## src/rtl/if_pkg.sv

```systemverilog
// Shared types and default sizing for the instruction fetch sequencer.
package if_pkg;

  localparam int unsigned AW_DEF       = 16;
  localparam int unsigned DW_DEF       = 16;
  localparam logic [15:0] RESET_PC_DEF = 16'h0000;
  localparam int unsigned PC_INC_DEF   = 1;

  typedef enum logic [1:0] {
    FETCH,
    WAIT,
    HOLD,
    HALT
  } state_t;

  typedef enum logic {
    OWN_FETCH,
    OWN_LOADER
  } owner_t;

endpackage

```

## src/rtl/if_port_arb.sv

```systemverilog
// Memory port mux between fetch and loader, tracking who owns the single outstanding read.
module if_port_arb
  import if_pkg::*;
#(
  parameter int unsigned AW = AW_DEF
) (
  input  logic          clk,
  input  logic          rst,
  input  logic          fetch_req_c,
  input  logic [AW-1:0] fetch_addr,
  output logic          fetch_ack_c,
  output logic          fetch_rvalid_c,
  input  logic          ld_req,
  input  logic [AW-1:0] ld_addr,
  output logic          ld_gnt,
  output logic          ld_rvalid,
  output logic          mem_req,
  output logic [AW-1:0] mem_addr,
  input  logic          mem_ack,
  input  logic          mem_rvalid
);

  logic   out_q;
  owner_t owner_q;
  logic   fetch_out_c;
  logic   ld_out_c;

  assign fetch_out_c = out_q && (owner_q == OWN_FETCH);
  assign ld_out_c    = out_q && (owner_q == OWN_LOADER);

  // Loader wins whenever fetch has nothing in flight; no new request while anything is outstanding.
  assign ld_gnt         = !rst && ld_req && !fetch_out_c;
  assign mem_req        = !rst && !out_q && (ld_gnt || fetch_req_c);
  assign mem_addr       = ld_gnt ? ld_addr : fetch_addr;
  assign fetch_ack_c    = mem_req && mem_ack && !ld_gnt;
  assign fetch_rvalid_c = !rst && mem_rvalid && fetch_out_c;
  assign ld_rvalid      = !rst && mem_rvalid && ld_out_c;

  always_ff @(posedge clk) begin
    if (rst) begin
      out_q   <= 1'b0;
      owner_q <= OWN_FETCH;
    end else if (mem_req && mem_ack) begin
      out_q   <= 1'b1;
      owner_q <= ld_gnt ? OWN_LOADER : OWN_FETCH;
    end else if (mem_rvalid) begin
      out_q <= 1'b0;
    end
  end

endmodule

```

## src/rtl/if_ctrl.sv

```systemverilog
// Fetch sequencer: owns the PC, issues one read at a time, handles redirect, stall and halt.
module if_ctrl
  import if_pkg::*;
#(
  parameter int unsigned   AW       = AW_DEF,
  parameter int unsigned   DW       = DW_DEF,
  parameter logic [AW-1:0] RESET_PC = AW'(RESET_PC_DEF),
  parameter logic [AW-1:0] PC_INC   = AW'(PC_INC_DEF)
) (
  input  logic          clk,
  input  logic          rst,
  input  logic [AW-1:0] new_pc,
  input  logic          br_ctrl,
  input  logic          hlt,
  input  logic          stall,
  output logic [DW-1:0] instr,
  output logic [AW-1:0] pc,
  output logic          instr_valid,
  output logic          mem_req,
  output logic [AW-1:0] mem_addr,
  input  logic          mem_ack,
  input  logic          mem_rvalid,
  input  logic [DW-1:0] mem_rdata,
  input  logic          ld_req,
  input  logic [AW-1:0] ld_addr,
  output logic          ld_gnt,
  output logic          ld_rvalid,
  output logic          halted
);

  state_t        state_q, state_d;
  logic [AW-1:0] fetch_pc_q, fetch_pc_d;
  logic          discard_q, discard_d;
  logic          halt_q;
  logic          halt_any_c;
  logic          deliver_c;
  logic          valid_d;
  logic          fetch_req_c;
  logic          fetch_ack_c;
  logic          fetch_rvalid_c;

  assign halt_any_c  = hlt || halt_q;
  assign fetch_req_c = (state_q == FETCH) && !halt_any_c;

  if_port_arb #(.AW(AW)) u_arb (
    .clk            (clk),
    .rst            (rst),
    .fetch_req_c    (fetch_req_c),
    .fetch_addr     (fetch_pc_q),
    .fetch_ack_c    (fetch_ack_c),
    .fetch_rvalid_c (fetch_rvalid_c),
    .ld_req         (ld_req),
    .ld_addr        (ld_addr),
    .ld_gnt         (ld_gnt),
    .ld_rvalid      (ld_rvalid),
    .mem_req        (mem_req),
    .mem_addr       (mem_addr),
    .mem_ack        (mem_ack),
    .mem_rvalid     (mem_rvalid)
  );

  always_ff @(posedge clk) begin
    if (rst) begin
      state_q     <= FETCH;
      fetch_pc_q  <= RESET_PC;
      discard_q   <= 1'b0;
      halt_q      <= 1'b0;
      instr       <= '0;
      pc          <= RESET_PC;
      instr_valid <= 1'b0;
      halted      <= 1'b0;
    end else begin
      state_q     <= state_d;
      fetch_pc_q  <= fetch_pc_d;
      discard_q   <= discard_d;
      halt_q      <= halt_q || hlt;
      instr_valid <= valid_d;
      halted      <= (state_d == HALT);
      if (deliver_c) begin
        instr <= mem_rdata;
        pc    <= fetch_pc_q;
      end
    end
  end

  // Next state, PC update and delivery decision.
  always_comb begin
    state_d    = state_q;
    fetch_pc_d = fetch_pc_q;
    discard_d  = discard_q;
    deliver_c  = 1'b0;
    valid_d    = 1'b0;
    case (state_q)
      FETCH: begin
        if (halt_any_c) begin
          state_d = HALT;
        end else if (fetch_ack_c) begin
          state_d   = WAIT;
          discard_d = br_ctrl;
        end
      end
      WAIT: begin
        if (fetch_rvalid_c) begin
          deliver_c = !discard_q && !br_ctrl;
          discard_d = 1'b0;
          if (halt_any_c)            state_d = HALT;
          else if (deliver_c && stall) state_d = HOLD;
          else                       state_d = FETCH;
        end else if (br_ctrl) begin
          discard_d = 1'b1;
        end
      end
      HOLD: begin
        if (br_ctrl || !stall) state_d = halt_any_c ? HALT : FETCH;
      end
      HALT: state_d = HALT;
      default: state_d = FETCH;
    endcase
    // Redirect overrides the sequential increment.
    if (deliver_c) fetch_pc_d = fetch_pc_q + PC_INC;
    if (br_ctrl)   fetch_pc_d = new_pc;
    valid_d = deliver_c || ((state_q == HOLD) && (state_d == HOLD));
  end

endmodule

```

## config.mk

```make
export PLATFORM = sky130hd
export DESIGN_NAME = if_ctrl
export DESIGN_NICKNAME = d
export VERILOG_FILES = /design/src/rtl/if_pkg.sv /design/src/rtl/if_port_arb.sv /design/src/rtl/if_ctrl.sv
export SDC_FILE = /design/constraint.sdc
export NUM_CORES = 1
export LEC_CHECK = 0
export BUFFER_PORTS_ARGS = -buffer_cell sky130_fd_sc_hd__buf_2
export CAP_MARGIN = 30
export CORE_MARGIN = 1.5
export CORE_UTILIZATION = 40
export DETAILED_ROUTE_END_ITERATION = 16
export GPL_TIMING_DRIVEN = 0
export PLACE_DENSITY = 0.68
export SLEW_MARGIN = 10
export SYNTH_ARGS = -nofsm -noshare
export SYNTH_HDL_FRONTEND = slang
export SYNTH_HIERARCHICAL = 1
export SYNTH_SLANG_ARGS = --single-unit
```

## constraint.sdc

```tcl
create_clock -name clk -period 3.9 [get_ports clk]
set_input_delay 0.78 -clock clk [delete_from_list [all_inputs] [get_ports clk]]
set_output_delay 0.78 -clock clk [all_outputs]
set_load 0.03 [all_outputs]
```

# Word level (Yosys, flattened, before mapping)
# Cells that the tools add are included.
[op_classes]
order_cmp = 0
shifts = 0
n_bitwise = 1
div_mod_pow = 0
n_addsub = 1
multipliers = 0
n_eq_ne = 8
mux = 21
n_reduce_logical = 32
[ops]
columns = ["op", "n"]
rows = [
  ["2-to-1 mux 16 bit", 3],
  ["adder 16 x 1 -> 16 bit (second input constant)", 1],
  ["logical AND 1 bit", 15],
  ["2-to-1 mux 2 bit", 7],
  ["2-to-1 mux 1 bit", 9],
  ["== test 2 bit (second input constant)", 4],
  ["logical NOT 1 bit", 8],
  ["case mux 2 bit (4 select lines)", 1],
  ["nonzero test 2 bit", 3],
  ["logical OR 1 bit", 4],
  ["inequality test 2 bit (second input constant)", 2],
  ["AND reduction 4 bit", 1],
  ["inequality test 3 bit (second input constant)", 1],
  ["== test 2 x 1 -> 1 bit (second input constant)", 1],
  ["logical NOT 2 bit", 1],
  ["case mux 1 bit (2 select lines)", 1],
  ["inverter 1 bit", 1],
]
[word_totals]
ff_bits = 56
mem_bits_rw = 0
inputBits = 56
word_cells = 73
romBits = 0
latchBits = 0
n_memories = 0
output_inout_bits = 53

# Depth between registers and ports, before layout
# Gate-level depths: netlist of the first run.
[depth]
depth_word = 14
depth_mapped = 8
depth_no_buf = 6

# Modules after synthesis
# Netlist of the first run, hierarchy kept.
[modules_own_cells]
columns = ["module", "area_each_um2", "cells_each", "instances"]
rows = [
  ["if_ctrl", 2267.2, 283, 1],
  ["if_port_arb", 375.4, 34, 1],
]

# Least setup slack after synthesis of the first run
# Ideal clock, no wire load.
[synth_path]
kind = "input to register"
startpoint = "input rst"
endpoint = "register fetch_pc_q[15]"
n_path_buf = 1
path_slack_ns = 1.068
stages = 6
arrival_time_ns = 2.741
path_cell_list = "nor3b_1 -> nand4bb_1 -> buf_6 -> or4_4 -> or4_1 -> a311oi_1"
[synth_via]
elab_chain_len = 6
[synth_lines]
columns = ["element", "line", "text"]
rows = [
  ["start: declaration", "if_ctrl.sv:11", "input logic rst,"],
  ["logical NOT 1 bit", "if_port_arb.sv:36", "assign fetch_rvalid_c = !rst && mem_rvalid && fetch_out_c;"],
  ["logical AND 1 bit (2 in a row)", "if_port_arb.sv:36", ""],
  ["2-to-1 mux 1 bit", "if_ctrl.sv:103", "if (fetch_rvalid_c) begin"],
  ["2-to-1 mux 1 bit", "if_ctrl.sv:93", "case (state_q)"],
  ["nonzero test 2 bit (no line)", "n/a", ""],
  ["end signal: assignment", "if_ctrl.sv:74", "fetch_pc_q <= fetch_pc_d;"],
  ["end: declaration", "if_ctrl.sv:32", "logic [AW-1:0] fetch_pc_q, fetch_pc_d;"],
]
# Several ways; a longest one is shown, not always the timed one.
# A chain may end at the register's enable or synchronous reset.

# Worst setup path after layout of the first run
[layout_path]
startpoint = "input rst"
endpoint = "register fetch_pc_q[15]"
[layout_via]
elab_chain_len = 6
[layout_lines]
columns = ["element", "line", "text"]
rows = [
  ["logical NOT 1 bit", "if_port_arb.sv:36", ""],
  ["logical AND 1 bit (2 in a row)", "if_port_arb.sv:36", ""],
  ["named net fetch_rvalid_c", "if_ctrl.sv:40", "logic fetch_rvalid_c;"],
  ["2-to-1 mux 1 bit", "if_ctrl.sv:103", ""],
  ["2-to-1 mux 1 bit", "if_ctrl.sv:93", ""],
  ["nonzero test 2 bit (no line)", "n/a", ""],
]
# The timed path passes the listed nets, and every way through them passes these cells.

==> summary.md, run 1 <==
| Metric | Value |
|---|---|
| Status | `finished clean` |
| Htree depth | `2` |
| PortBufs | `108` |
| Die X | `84.3 µm` |
| Post-route setup slack | `961 ps` |
| Die area | `7100 µm²` |
| Family with the most delay on the worst path | `simple AND/OR/NAND/NOR gates` |
| Num Clock Sinks | `56` |
| CP required | `4140 ps` |
| Starting Density | `41.6%` |
| Setup CP Type | `input port to register` |
| Crit end category | `register` |
| Least-Margin Pin Slew | `681 ps` |
| Fraction of layout cells with a size suffix above 1 | `32.9%` |
| Crit Reg-Reg Endpoint | `fetch_pc_q[15]` |
| Initial DRT Pass Iterations | `4` |
| Slew HR | `54.5%` |
| Register area | `1120 µm²` |
| Worst-path maximum fanout | `10` |
| Vias in the first global route | `2509` |
| # DRC | `0` |
| Slowest stage delay, CP | `570 ps` |
| Slowest CP cell | `nor3b_1` |
| CORE AREA | `6350 µm²` |
| Syn Inst Count | `317` |
| Register area share after synthesis | `42.4%` |
| Average cell area after synthesis | `8.34 µm²` |
| Maximum clock frequency | `340 MHz` |
| Crit. Startpoint | `rst` |
| Antenna diodes | `0` |
| Total Wirelength | `6970 µm` |
| Reg2Reg Setup Slack | `1000 ps` |
| Yosys reg bits | `56` |
| Worst skew pair latency | `310 ps` |
| Gp weighted congestion | `0.765` |
| Postcts setup bufs | `0` |
| Clock slew at reported path FFs | `110 ps` |
| Synth unique cells | `41` |
| Reg2Reg Depth | `7` |
| CP Buf/Inv Count | `2` |
| IO Pins | `109` |
| CP startpoint kind | `input port` |
| Setup violations, final | `0` |
| Leakage | `1.46 nW` |
| Worst hold path class | `register to register` |
| CTS tree | `yes` |
| Hold_buf cts | `0` |
| P per Cell Area | `340 nW/µm²` |
| Row count | `29` |
| Final hold violation count | `0` |
| Final ANT Viol Nets | `0` |
| Setup_tns | `0 ps` |
| RSZ-0062 raised after global routing | `false` |
| Clock Skew | `13.3 ps` |
| Die H | `84.3 µm` |
| Worst path depth | `7` |
| Arrival time worst endpoint | `3180 ps` |
| Hpwl dp | `5280 µm` |
| Resize count post-CTS | `0` |
| First-pass GRT wire length | `11500 µm` |
| # nets final | `490` |
| DR vias | `2667` |
| Tcrit/Tclk final | `75.4%` |
| Hold Startpoint | `pc[4]` |
| CTS Buffer Depth | `2` |
| Root Buffer | `clkbuf_8` |
| Worst VDD drop | `0.000262 V` |
| Worst R2R Start | `u_arb/out_q` |
| Pins over their slew limit | `0` |
| CTS Buf Count | `5` |
| Via density | `5.22` |
| Post-layout min period | `2940 ps` |
| Place WS | `522 ps` |
| Largest net degree at the start of global routing | `18` |
| Multi-input logic area | `1400 µm²` |
| Total GRT Usage | `19.6%` |
| DR WL/cell | `13.6 µm` |
| # fillers | `647` |
| Ys Warns | `6` |
| CP cell instances | `buf_2 > nor3b_1 > nand4bb_1 > buf_6 > or4_4 > or4_1 > a311oi_1` |
| Post-Syn Area | `2640 µm²` |
| Initial DRC count | `143` |
| Post-Syn Nets | `374` |
| CP endpoint | `fetch_pc_q[15]` |
| Initial antenna violation count | `0` |
| GR Overflow Total | `0` |
| Max-cap violation count | `0` |
| Area growth, synth to finish | `27.9%` |
-- flip-flops by register name (all words and copies together), names as in the netlist --
name / flops
instr_valid: 1
u_arb/out_q: 1
halted: 1
pc: 16
u_arb/owner_q: 1
fetch_pc_q: 16
halt_q: 1
instr: 16
discard_q: 1
state_q: 2
-- tightest hold or removal path, delay by kind of cell (launching register included) --
kind	cells	cell delay (ps)
flops	1	320
simple gates	1	50
compound gates	1	50
-- metrics by stage --
stage               hold slack (ps)  instance area (µm²)  std cells  power, W  util (%)
floorplan                       450                 2640        317  0.000752         -
global placement                440                 3280        502  0.000818      51.6
detailed placement              446                 3280        502  0.000822      51.6
CTS                             461                 3380        510   0.00116      53.2
global route                    477                 3380        511   0.00120      53.2
finish                          457                 3380        511   0.00115      53.2
-- cell usage after synthesis --
cell | count | share of area (%)
nor3_1 | 10 | 1.9
ha_1 | 1 | 0.47
nor2_1 | 22 | 3.1
o311a_1 | 1 | 0.38
nand3_1 | 4 | 0.76
o21a_1 | 1 | 0.28
mux2_4 | 9 | 5.1
a21oi_1 | 38 | 7.2
a22oi_1 | 1 | 0.28
a21o_1 | 1 | 0.28
or4_1 | 3 | 0.85
a311oi_1 | 6 | 2.0
nand3b_4 | 1 | 0.76
a211oi_1 | 7 | 2.0
buf_6 | 3 | 1.3
o211a_1 | 1 | 0.38
nor4_1 | 4 | 0.95
mux2_2 | 7 | 3.0
nand2b_1 | 2 | 0.47
and4b_1 | 2 | 0.76
nand2b_4 | 1 | 0.52
xor2_1 | 3 | 0.99
buf_2 | 3 | 0.57
nand3b_1 | 2 | 0.57
nand4bb_1 | 1 | 0.43
inv_1 | 6 | 0.85
a2111oi_0 | 1 | 0.33
o21ai_0 | 5 | 0.95
nor2b_1 | 3 | 0.71
o31ai_1 | 3 | 0.85
a21bo_2 | 1 | 0.38
xnor2_1 | 5 | 1.7
or4_4 | 1 | 0.43
nor3b_1 | 1 | 0.28
or3_1 | 4 | 0.95
nand4_1 | 6 | 1.4
clkbuf_1 | 14 | 2.0
a31oi_1 | 1 | 0.24
nand2_1 | 74 | 11
nor4bb_1 | 2 | 0.76
dfxtp_1 | 56 | 42
-- worst min-delay path by stage --
stage                endpoint  cells past startpoint
floorplan              pc[15]                      2
global placement     instr[4]                      2
detailed placement      pc[4]                      2
CTS                     pc[4]                      2
global route        instr[10]                      2
finish                  pc[4]                      2
-- area by class of cell --
cell class / instances / area share, %
sequential: 56 / 33.2
tap: 77 / 2.85
clock buffer: 6 / 2.44
timing repair buffer: 109 / 16.1
buffer: 20 / 3.00
clock inverter: 2 / 0.407
multi-input combinational: 235 / 41.3
inverter: 6 / 0.666
-- layer usage --
layer / track usage (%) / wire length [µm] / vias up
met4: 6.41 / 80 / 0
li1: - / - / 1342
met3: 3.74 / 564 / 8
met2: 34.2 / 3320 / 91
met5: 0 / 0 / -
met1: 24.3 / 3010 / 1226
-- power breakdown --
part / leakage, nW / switching [W] / internal, W
registers: 0.457 / 0.0000248 / 0.000590
clock network: 0.0516 / 0.000195 / 0.000146
logic: 0.950 / 0.000108 / 0.0000853
-- kinds of logic after synthesis --
logic type	count (synthesis)	share of synthesized area, %
adders and majority gates	1	0.473
buffers and inverters	26	4.69
and+or+nand+nor	143	26.1
xor gates and xnor gates	8	2.65
AOI/OAI and AO/OA	67	15.5
muxes	16	8.10
DFF	56	42.4
-- layout by cell type, fill, tap and decap left out, drive strengths merged, types with 5 or more instances in the layout --
cell,netlist,layout
o21ai,5,5
nand2,74,74
inv,6,7
xnor2,5,5
mux2,16,16
buf,6,114
dfxtp,56,56
nor2,22,22
nor3,10,10
nand4,6,6
clkbuf,14,21
a21oi,38,38
a211oi,7,7
a311oi,6,6
No activity file was read; power rests on OpenSTA's default activity.
==> run 2, diff against run 1 <==
==> constraint.sdc (replaced) <==
create_clock -name clk -period 2.9 [get_ports clk]
set_input_delay 0.58 -clock clk [delete_from_list [all_inputs] [get_ports clk]]
set_output_delay 0.58 -clock clk [all_outputs]
set_load 0.03 [all_outputs]
==> run 2 against run 1 <==
  * Total power is 34% higher
  * Routed wire length increased by 0.20%
  * Clock skew is 1.8 ps lower
  * First-iteration DRC count is 2.1% lower
  * Sequential cell count unchanged
  * Worst hold slack better by 0.80 ps
  * Combinational power up 35%
  * Register-to-register slack worse by 750 ps
  * Critical path depth unchanged
==> summary.md, run 2 (synthesis results as in run 1) <==
| Metric | Value |
|---|---|
| Worst-path maximum fanout | `10` |
| Starting Density | `41.6%` |
| Vias in the first global route | `2511` |
| Arrival time worst endpoint | `2880 ps` |
| DR WL/cell | `13.7 µm` |
| Slew HR | `58.5%` |
| Antenna diodes | `0` |
| Int Pwr | `0.00111 W` |
| Least-Margin Pin Slew | `613 ps` |
| Initial DRT Pass Iterations | `4` |
| Clock slew at reported path FFs | `100 ps` |
| Tcrit/Tclk final | `91.3%` |
| Slowest stage delay, CP | `560 ps` |
| Row count | `29` |
| Combinational Power Share | `16.9%` |
| Worst skew pair latency | `310 ps` |
| Total GRT Usage | `19.5%` |
| Post-DP Area | `3280 µm²` |
| Final ANT Viol Nets | `0` |
| Total Wirelength | `6980 µm` |
| Tot Pwr | `0.00154 W` |
| Hold Slack | `458 ps` |
| Post-layout min period | `2650 ps` |
| CTS Buffer Depth | `2` |
| # nets final | `489` |
| Maximum clock frequency | `378 MHz` |
| CTS Buf Count | `5` |
| GR Overflow Total | `0` |
| CP required | `3130 ps` |
| Sw frac | `28.5%` |
| Biggest regs | `fetch_pc_q: 16 flops, instr: 16 flops, pc: 16 flops` |
| CTS tree | `yes` |
| Die area | `7100 µm²` |
| Clock Skew | `11.5 ps` |
| Post-route setup slack | `254 ps` |
| CORE AREA | `6350 µm²` |
| Switch Pwr | `0.000440 W` |
| Gp weighted congestion | `0.765` |
| Area growth, synth to finish | `28.2%` |
| Slowest CP cell | `or4_4` |
| Place WS | `-278 ps` |
| PortBufs | `108` |
| Placed insts | `502` |
| Commonest cells after routing, fill and taps aside | `111 x buf_2, 74 x nand2_1, 56 x dfxtp_1, 38 x a21oi_1, 22 x nor2_1` |
| Pins over their slew limit | `0` |
| Setup CP Type | `register to register` |
| DR vias | `2700` |
| Initial DRC count | `140` |
| CP Buf/Inv Count | `1` |
| Final instance area | `3390 µm²` |
| Crit end category | `register` |
| IO Pins | `109` |
| Root Buffer | `clkbuf_8` |
| Status | `finished clean` |
| First-pass GRT wire length | `11400 µm` |
| Worst VDD drop | `0.000353 V` |
| Die X | `84.3 µm` |
| Final hold violation count | `0` |
| # DRC | `0` |
| Setup violations, final | `0` |
| CP startpoint kind | `register` |
| Hpwl dp | `5280 µm` |
| Flop pwr share | `53.6%` |
| CP cell instances | `nand2b_4 > nor3b_2 > nand4bb_1 > buf_6 > or4_4 > or4_1 > a311oi_1` |
| Family with the most delay on the worst path | `simple AND/OR/NAND/NOR gates` |
| Commonest non-fill, non-tap cell in the layout | `buf_2` |
| Initial antenna violation count | `0` |
| Die H | `84.3 µm` |
| Worst hold path class | `register to register` |
| Clock power frac | `29.5%` |
| P per Cell Area | `456 nW/µm²` |
| # fillers | `644` |
| Fraction of layout cells with a size suffix above 1 | `33.3%` |
| Max-cap violation count | `0` |
| Finished Layout Cells | `510` |
| RSZ-0062 raised after global routing | `false` |
| Largest net degree at the start of global routing | `18` |
| Leakage | `1.46 nW` |
| Num Clock Sinks | `56` |
| Via density | `5.29` |
| Htree depth | `2` |
[run 2: cell count changes in the layout (fill, tap and decap cells not counted)]
cell,delta
nor4bb_2,+1
nor4bb_1,-1
nor3b_2,+1
nor3b_1,-1
clkbuf_2,-1
[run 2: worst paths after layout]
path	from	endpoint	slack [ps]	cells past startpoint
max	u_arb/out_q	fetch_pc_q[15]	250	7
min	pc[4]	pc[4]	460	2
max reg2reg	u_arb/out_q	fetch_pc_q[15]	250	7
min reg2reg	pc[4]	pc[4]	460	2
[run 2: metal layers]
| metal | vias to the layer above | GRT usage (%) | share of wire (%) |
|---|---|---|---|
| li1 | 1343 | - | - |
| met1 | 1249 | 23.9 | 43 |
| met2 | 97 | 34.3 | 48 |
| met3 | 11 | 3.74 | 7.4 |
| met4 | 0 | 6.41 | 1.5 |
| met5 | - | 0 | 0 |
[run 2: timing repair]
item,in CTS,in global routing
endpoints found under the setup margin,31,0
resized for setup,2,0
hold buffers,0,0
setup buffers,0,0
[run 2: final cells by class]
cell class	instances	area, µm²	share of cell area [%]
Tap cell	77	96.3	2.84
Timing Repair Buffer	108	541	16.0
Clock inverter	2	13.8	0.406
Inverter	6	22.5	0.665
Multi-Input combinational cell	235	1410	41.6
Sequential cell	56	1120	33.1
Buffer	20	101	2.99
Clock buffer	6	82.6	2.44
[run 2: power groups by stage]
stage	logic [W]	clock network [W]	registers [W]
4_1_cts	0.000263	0.000472	0.000828
3_5_place_dp	0.000261	0	0.000845
6_report	0.000261	0.000456	0.000828
5_1_grt	0.000284	0.000497	0.000833
2_1_floorplan	0.000171	0	0.000840
3_3_place_gp	0.000256	0	0.000844
[run 2: per-stage QoR]
step | TNS [ps] | util (%)
6_report | 0 | 53.3
5_1_grt | 0 | 53.3
4_1_cts | 0 | 53.3
3_5_place_dp | -8020 | 51.6
3_3_place_gp | -6370 | 51.6
2_1_floorplan | 0 | -
[run 2: tightest hold or removal path, stage by stage (launching register included)]
cell and delay, ps:
dfxtp_1 320, nand2_1 50, a21oi_1 50
